**src/rtl/wb_burst_master.sv**
```systemverilog
// Wishbone B3 master: turns one command (address, beat count, direction, classic or
// linear burst) plus a write-data stream into bus cycles and returns read beats.
module wb_burst_master #(
  parameter int dw = 32,
  parameter int aw = 32,
  parameter int LW = 8
) (
  input  logic            wb_clk,
  input  logic            wb_rst_n,
  input  logic            cmd_valid,
  output logic            cmd_ready,
  input  logic            cmd_we,
  input  logic [aw-1:0]   cmd_adr,
  input  logic [LW-1:0]   cmd_len,
  input  logic            cmd_burst,
  input  logic            wdat_valid,
  output logic            wdat_ready,
  input  logic [dw-1:0]   wdat,
  input  logic [dw/8-1:0] wdat_sel,
  output logic            rdat_valid,
  output logic [dw-1:0]   rdat,
  output logic            done_valid,
  output logic            done_err,
  output logic [aw-1:0]   wb_adr_o,
  output logic [dw-1:0]   wb_dat_o,
  output logic [dw/8-1:0] wb_sel_o,
  output logic            wb_we_o,
  output logic            wb_cyc_o,
  output logic            wb_stb_o,
  output logic [2:0]      wb_cti_o,
  output logic [1:0]      wb_bte_o,
  input  logic [dw-1:0]   wb_dat_i,
  input  logic            wb_ack_i,
  input  logic            wb_err_i,
  input  logic            wb_rty_i
);

  localparam logic [aw-1:0] STEP = aw'(dw/8);

  typedef enum logic [1:0] {S_IDLE, S_ACTIVE, S_GAP, S_DONE} state_t;

  state_t        r_state;
  logic          r_burst;
  logic [LW-1:0] r_len;
  logic [LW-1:0] r_cnt;

  logic          w_last;
  logic          w_ack;
  logic          w_term;
  logic          w_wdat_hs;
  logic [LW-1:0] w_cnt_nxt;
  logic [2:0]    w_cti_nxt;
  logic [aw-1:0] w_adr_nxt;

  assign w_last    = (r_cnt == r_len);
  assign w_term    = wb_cyc_o & wb_stb_o & (wb_err_i | wb_rty_i);
  assign w_ack     = wb_cyc_o & wb_stb_o & wb_ack_i & ~wb_err_i & ~wb_rty_i;
  assign w_cnt_nxt = r_cnt + LW'(1);
  assign w_adr_nxt = wb_adr_o + STEP;
  assign w_cti_nxt = !r_burst ? 3'b000 : ((w_cnt_nxt == r_len) ? 3'b111 : 3'b010);

  // Write data is taken while the strobe is idle, or in the ack cycle of a burst
  // beat so the next beat can follow without a bubble.
  assign wdat_ready = (r_state == S_ACTIVE) & wb_we_o &
                      (~wb_stb_o | (r_burst & w_ack & ~w_last));
  assign w_wdat_hs  = wdat_valid & wdat_ready;

  // Command sequencing and all registered bus/user outputs.
  always_ff @(posedge wb_clk or negedge wb_rst_n) begin
    if (!wb_rst_n) begin
      r_state    <= S_IDLE;
      r_burst    <= 1'b0;
      r_len      <= '0;
      r_cnt      <= '0;
      cmd_ready  <= 1'b0;
      rdat_valid <= 1'b0;
      rdat       <= '0;
      done_valid <= 1'b0;
      done_err   <= 1'b0;
      wb_adr_o   <= '0;
      wb_dat_o   <= '0;
      wb_sel_o   <= '0;
      wb_we_o    <= 1'b0;
      wb_cyc_o   <= 1'b0;
      wb_stb_o   <= 1'b0;
      wb_cti_o   <= 3'b000;
      wb_bte_o   <= 2'b00;
    end else begin
      rdat_valid <= 1'b0;
      done_valid <= 1'b0;
      case (r_state)
        S_IDLE: begin
          if (cmd_valid && cmd_ready) begin
            cmd_ready <= 1'b0;
            r_len     <= cmd_len;
            r_burst   <= cmd_burst;
            r_cnt     <= '0;
            wb_we_o   <= cmd_we;
            wb_adr_o  <= cmd_adr;
            wb_cyc_o  <= 1'b1;
            wb_stb_o  <= ~cmd_we;
            wb_bte_o  <= 2'b00;
            wb_cti_o  <= !cmd_burst ? 3'b000 :
                         ((cmd_len == '0) ? 3'b111 : 3'b010);
            if (!cmd_we) begin
              wb_sel_o <= '1;
            end
            r_state   <= S_ACTIVE;
          end else begin
            cmd_ready <= 1'b1;
          end
        end
        S_ACTIVE: begin
          // err/rty win over a simultaneous ack; the command is abandoned.
          if (w_term) begin
            wb_cyc_o   <= 1'b0;
            wb_stb_o   <= 1'b0;
            wb_cti_o   <= 3'b000;
            wb_we_o    <= 1'b0;
            done_valid <= 1'b1;
            done_err   <= 1'b1;
            r_state    <= S_DONE;
          end else if (w_ack) begin
            wb_adr_o <= w_adr_nxt;
            r_cnt    <= w_cnt_nxt;
            if (!wb_we_o) begin
              rdat       <= wb_dat_i;
              rdat_valid <= 1'b1;
            end
            if (w_last) begin
              wb_cyc_o   <= 1'b0;
              wb_stb_o   <= 1'b0;
              wb_cti_o   <= 3'b000;
              wb_we_o    <= 1'b0;
              done_valid <= 1'b1;
              done_err   <= 1'b0;
              r_state    <= S_DONE;
            end else begin
              wb_cti_o <= w_cti_nxt;
              if (!r_burst) begin
                wb_stb_o <= 1'b0;
                r_state  <= S_GAP;
              end else if (!wb_we_o) begin
                wb_stb_o <= 1'b1;
              end else if (w_wdat_hs) begin
                wb_dat_o <= wdat;
                wb_sel_o <= wdat_sel;
                wb_stb_o <= 1'b1;
              end else begin
                wb_stb_o <= 1'b0;
              end
            end
          end else if (!wb_stb_o && w_wdat_hs) begin
            wb_dat_o <= wdat;
            wb_sel_o <= wdat_sel;
            wb_stb_o <= 1'b1;
          end else begin
            r_state <= S_ACTIVE;
          end
        end
        S_GAP: begin
          wb_stb_o <= ~wb_we_o;
          r_state  <= S_ACTIVE;
        end
        S_DONE: begin
          cmd_ready <= 1'b1;
          r_state   <= S_IDLE;
        end
        default: begin
          r_state <= S_IDLE;
        end
      endcase
    end
  end

endmodule

```
**config.mk**
```make
export PLATFORM = sky130hd
export DESIGN_NAME = wb_burst_master
export DESIGN_NICKNAME = d
export VERILOG_FILES = /design/src/rtl/wb_burst_master.sv
export SDC_FILE = /design/constraint.sdc
export NUM_CORES = 1
export LEC_CHECK = 0
export CORE_MARGIN = 1
export CORE_UTILIZATION = 41
export DETAILED_ROUTE_END_ITERATION = 8
export MAX_ROUTING_LAYER = met4
export PLACE_DENSITY_LB_ADDON = 0.2
export SETUP_SLACK_MARGIN = 0.2
export SLEW_MARGIN = 15
export SYNTH_ARGS = -nofsm -noshare
export SYNTH_HDL_FRONTEND = slang
export SYNTH_SLANG_ARGS = --single-unit
```
**constraint.sdc**
```tcl
create_clock -name wb_clk -period 2.3 [get_ports wb_clk]
set_input_delay 0.46 -clock wb_clk [delete_from_list [all_inputs] [get_ports wb_clk]]
set_output_delay 0.46 -clock wb_clk [all_outputs]
set_load 0.005 [all_outputs]
```
==> summary.txt, run 1 <==
Yosys
  – Synth cell count leaders: dfrtp_1, mux2_2, nand2_1, a21oi_1, nor2_1
  – Yosys cell types: 60
  – Cells after Synth: 617
  – Post-synthesis average cell area: 10.3 um2
  – Share of synthesized registers carrying an async set or reset: 100%
  – Syn Std Cell Area: 6360 um2
  – Ranking of synthesized cells by area: dfrtp_1, mux2_2, nand2_1, a21oi_1, o21ai_0
  – Post-synth top area cell: dfrtp_1
  – Syn. warnings: 0
  – Sequential area share after synthesis: between 50% and 60%
  – Post-synth EDFFs: 0
  – Top cell type's share of synthesized area: 50.4%
  – Synthesis-stage register bit count: 128
  – Count leader, synth: dfrtp_1
  – Top_reg_cell synth: dfrtp_1

Power and ir drop
  – Leak: 4.41 nW
  – Pwr Density: 529 nW/um2
  – Peak supply drop: 0.530 mV

Routing
  – WL/cell: 18.0 um
  – Routed wire length: 19700 um
  – Via density: 5.56
  – First-pass detailed-route iteration total: 5
  – Drt first-iter violations: 606
  – Final ANT Viol Nets: 0
  – Via count: 6088
  – Post-route DRC: 0

STA
  – Slew margin rel.: 51.9%
  – Final worst slack: -0.0141 ns
  – Max Clk Rate: 432 MHz
  – Fin crit period: between 2 and 2.5 ns
  – Final slew viol count: 0
  – Tcrit/Tclk final: 101%
  – Finish-stage setup viols: 1
  – Setup Skew: around 0.010 ns
  – Final Hold Fails: 0
  – Worst hold slack: approximately 0.061 ns
  – Tightest Pin Transition: approximately 0.72 ns
  – Setup TNS: -0.0141 ns
  – RSZ-0062 raised after global routing: yes

Layout
  – Multi-input logic area: a little over 3000 um2
  – Sequential cell area: 3200 um2
  – Layout fillers: between 1000 and 1500
  – Synth-to-Final Area Change: 57.2%
  – Fin nets: about 1000
  – Share of cells above drive strength 1: between 20% and 30%
  – Number of inserted diodes: 0
  – Post-route cell area: between 10000 and 15000 um2

Status
  – Outcome: complete, but fails checks
  – Failing checks: negative setup slack

Setup path
  – CP Max Fanout: 2
  – Crit path max-delay family: compound AO/OA/AOI/OAI gates
  – Worst Path Required: 1.84 ns
  – Crit-path cells: xor2_1, nor4_2, a211o_1, a211oi_2, buf_2
  – Worst Path Arrival: 1.85 ns
  – Critical path class: flip-flop to primary output
  – Crit path capture type: primary output
  – Worst path bufs/invs: 1
  – CP Launch Type: flip-flop
  – CP max-delay cell: dfrtp_1
  – Max incr delay on CP: between 0.4 and 0.5 ns

Die
  – Core area: around 15000 um2
  – Die Y: 127 um
  – Io pins: 230
  – Die area: between 15000 and 20000 um2
  – Row count: 45
  – Die width: 127 um
  – Starting Density: 42.0%

Place
  – DP Area: 9230 um2
  – I/O Buffers: approximately 230
  – RD Place Congestion: 0.930
  – Half-perimeter wire length after placement: 13800 um

Clock tree
  – Clock tree buffer depth: 2
  – CTS Hold Buffers Added: 0
  – Clock Pin Slew Worst Setup and Hold Paths: 0.05 ns
  – CTS H-tree lvls: 4
  – Clk sinks: roughly 130
  – CTS buffer count: 17
  – Root Driver: clkbuf_16
  – CTS tree: yes
  – Clk Latency, worst-skew pair: 0.42 ns

Global route
  – Vias in the first global route: 6119
  – GRT Total Usage: about a quarter
  – Grt total ovfl: 0
  – First-pass GRT wire length: about 31000 um
  – Initial antenna violation count: 0
  – Largest net degree at the start of global routing: 72

Job
  – MaxCap Viol Count: 0

Min path
  – Type of the most critical hold path: input pin to asynchronous set/reset pin
cell families (layout without fill, tap and decap cells):
group	count (synthesis)	in the layout	synth area share [%]
buffers and inverters	49	338	3.58
xor gates and xnor gates	16	16	2.20
muxes	79	79	13.7
AOI/OAI and AO/OA	134	134	13.3
adders and majority gates	6	6	1.18
and+or+nand+nor	204	204	15.6
other	1	2	0.0590
DFF	128	128	50.4
stage by stage:
step           utilization (%)  total power, W  cells  worst slack, ns
3_3_place_gp              60.9         0.00267   1059           -0.790
3_5_place_dp              60.9         0.00267   1059           -0.855
2_1_floorplan                -         0.00237    618          -0.0810
4_1_cts                   65.6         0.00533   1094          -0.0274
5_1_grt                   66.0         0.00547   1095          -0.0758
6_report                  66.0         0.00529   1095          -0.0141
per-layer routing:
layer / track usage [%] / wire, um / vias up
li1: - / - / 2805
met1: 31.8 / 8300 / 2951
met2: 42.0 / 9620 / 291
met3: 5.27 / 1320 / 41
met4: 9.92 / 427 / 0
met5: - / 0 / -
sequential cells by signal, summed over array words and instances, names as in the netlist, 2 cells and up:
name / cells
r_len: 8
r_cnt: 8
r_state: 2
wb_adr_o: 32
wb_dat_o: 32
wb_sel_o: 4
wb_cti_o: 2
rdat: 32
cells in the final DEF (no fill, tap or decap), drive strengths merged, types with 7 or more instances in the layout:
cell type / n
clkdlybuf4s50: 222
dfrtp: 128
buf: 73
nand2: 66
mux2: 66
a21oi: 40
nor2: 38
o21ai: 32
nand3: 28
clkbuf: 22
nand4: 18
o22ai: 18
nor3: 17
mux2i: 13
inv: 12
xor2: 9
and3: 8
xnor2: 7
area by class of cell:
type,instances,share of cell area (%)
Inverter,12,0.450
Timing Repair Buffer,296,29.1
Multi-Input combinational cell,441,30.3
Clock inverter,9,1.10
Clock buffer,21,4.70
Sequential cell,128,32.0
Tap cell,188,2.35
report_power, final:
part | internal, W | total [W] | switching (W)
registers | 0.00227 | 0.00228 | 0.0000113
clock network | 0.00167 | 0.00265 | 0.000983
logic | 0.000235 | 0.000353 | 0.000119
total | 0.00417 | 0.00529 | 0.00111
repair_timing:
| item | CTS | global route |
|---|---|---|
| pin swaps | 4 | 1 |
| buffers inserted | 3 | 0 |
| resized for setup | 39 | 10 |
| setup endpoints to repair | 81 | 94 |
| cloned | 2 | 1 |
final timing paths:
check                                to  slack, ns  cells past startpoint     start
max in group asynchronous      rdat[29]       1.60                      2  wb_rst_n
max                          wdat_ready      -0.01                      5  r_len[7]
min in group wb_clk            r_len[5]       0.50                      2  r_len[5]
min                        wb_adr_o[27]       0.06                      2  wb_rst_n
max reg2reg                wb_dat_o[13]       0.15                      8  r_len[7]
min reg2reg                    r_len[5]       0.50                      2  r_len[5]
(Power assumes the default switching activity.)
==> run 2, diff against run 1 <==
CORE_UTILIZATION = 45   (was 41)
clock period = 2.8 ns   (was 2.3 ns; I/O delays follow)
==> run 2 against run 1 <==
Net effect: the flow now finishes without violations; final cell count is 2.8% lower; power is 13% lower; largest cell class unchanged; clock skew is 0.0023 ns lower; worst hold slack better by 0.15 ns; final area is 2.7% lower.
==> summary.txt, run 2 (synthesis results as in run 1) <==
Power and ir drop
  – Power consumption: 0.00460 W
  – Leak: between 4 and 5 nW
  – Peak supply drop: 0.394 mV
  – Pwr Density: 473 nW/um2

STA
  – Fin crit period: 2.56 ns
  – Slew margin rel.: 47.1%
  – Final Hold Fails: 0
  – Setup TNS: 0 ns
  – Setup Skew: 0.00782 ns
  – Finish-stage setup viols: 0
  – Tcrit/Tclk final: between 90% and 100%
  – Final slew viol count: 0
  – Tightest Pin Transition: between 0.7 and 0.8 ns
  – RSZ-0062 raised after global routing: no
  – Max Clk Rate: 390 MHz

Place
  – DP Area: 9060 um2
  – I/O Buffers: 227
  – RD Place Congestion: approximately 0.86
  – Half-perimeter wire length after placement: 13400 um

Layout
  – Commonest non-fill, non-tap cell in the layout: clkdlybuf4s50_1
  – Most frequent cells in the layout: clkdlybuf4s50_1, dfrtp_1, nand2_1, mux2_2, buf_4
  – Number of inserted diodes: 0
  – Synth-to-Final Area Change: 53.0%
  – Share of cells above drive strength 1: 18.0%
  – Post-route cell area: just under 10000 um2
  – Regs by FF count: rdat x32, wb_adr_o x32, wb_dat_o x32
  – Fin nets: 994

Min path
  – Type of the most critical hold path: input pin to asynchronous set/reset pin

Setup path
  – Crit-path cells: buf_2, or3b_4, or2_4, a211o_1, a211oi_2, buf_2
  – Critical path class: input pin to primary output
  – Worst Path Required: 2.24 ns
  – Crit path capture type: primary output
  – Critical Path Most Common Cell: buf_2
  – Worst Path Arrival: 2.00 ns
  – CP Launch Type: input pin
  – CP max-delay cell: or3b_4
  – Max incr delay on CP: 0.38 ns
  – CP Max Fanout: 2

Routing
  – Via count: 5968
  – First-pass detailed-route iteration total: 7
  – Drt first-iter violations: roughly 510
  – Final ANT Viol Nets: 0
  – Via density: 5.61
  – WL/cell: 17.6 um
  – Post-route DRC: 0
  – Routed wire length: around 19000 um

Clock tree
  – Clock Pin Slew Worst Setup and Hold Paths: 0.06 ns
  – CTS Hold Buffers Added: 0
  – CTS H-tree lvls: 4
  – CTS buffer count: 17
  – CTS tree: yes
  – Clk Latency, worst-skew pair: 0.42 ns
  – Root Driver: clkbuf_16
  – Clk sinks: 128
  – Clock tree buffer depth: 2

Die
  – Starting Density: 46.0%
  – Die width: 121 um
  – Die area: about 15000 um2
  – Row count: 43
  – Io pins: 230
  – Die Y: 121 um
  – Core area: 13800 um2

Global route
  – Grt total ovfl: 0
  – First-pass GRT wire length: 29600 um
  – Vias in the first global route: 5924
  – Largest net degree at the start of global routing: 63
  – GRT Total Usage: ~27%
  – Initial antenna violation count: 0

Job
  – MaxCap Viol Count: 0

Status
  – Outcome: completed
==> run 2: cell count changes in the layout (fill, tap and decap cells not counted), sizes merged <==
cell	delta
clkinvlp	-2
clkinv	+1
bufinv	+3
inv	+1
buf	-26
==> run 2: repair_timing <==
item,4_1_cts,5_1_grt
setup endpoints to repair,6,13
resized for setup,13,8
pin swaps,4,4
cloned,0,0
setup buffers,1,1
==> run 2: through the flow <==
stage	setup WS (ns)	utilization [%]	std cells	hold slack (ns)
floorplan	0.253	-	618	0.264
global placement	-0.595	65.5	1030	0.487
detailed placement	-0.632	65.5	1030	0.493
CTS	0.224	70.3	1063	0.246
global route	0.212	70.4	1064	0.289
finish	0.235	70.4	1064	0.216
==> run 2: cell type report <==
type | count | area, um2
fill | 1041 | 4090
clock buffer | 20 | 447
multi-input combinational | 441 | 2960
timing repair buffer | 271 | 2640
tap | 180 | 225
sequential | 128 | 3200
clock inverter | 12 | 206
inverter | 12 | 45.0
==> run 2: routing by layer <==
layer	vias to the layer above	GRT usage [%]	part of all wire [%]
met5	-	-	0
li1	2765	-	-
met3	41	5.12	7.0
met1	2876	33.8	41
met4	0	11.9	2.6
met2	286	43.1	49
==> run 2: final timing paths <==
path / from / to / slack (ns) / cells after the start
worst max-delay path: wb_ack_i / wdat_ready / 0.24 / 6
worst min register to register: r_len[6] / r_len[6] / 0.49 / 2
min in group wb_clk: r_len[6] / r_len[6] / 0.49 / 2
max in group asynchronous: wb_rst_n / wb_adr_o[19] / 1.74 / 2
worst min-delay path: wb_rst_n / wb_dat_o[11] / 0.22 / 1
worst max register to register: r_state[1] / wb_adr_o[5] / 0.42 / 9
==> run 2: critical path: cells and delay by family <==
kind	cells	cell delay [ns]
buf+inv	2	0.28
simple gates	2	0.63
compound gates	2	0.54
==> run 2: report_power, final <==
| group | switching [W] | internal (W) |
|---|---|---|
| Sequential | 0.0000103 | 0.00187 |
| Combinational | 0.0000930 | 0.000189 |
| Clock | 0.000833 | 0.00161 |
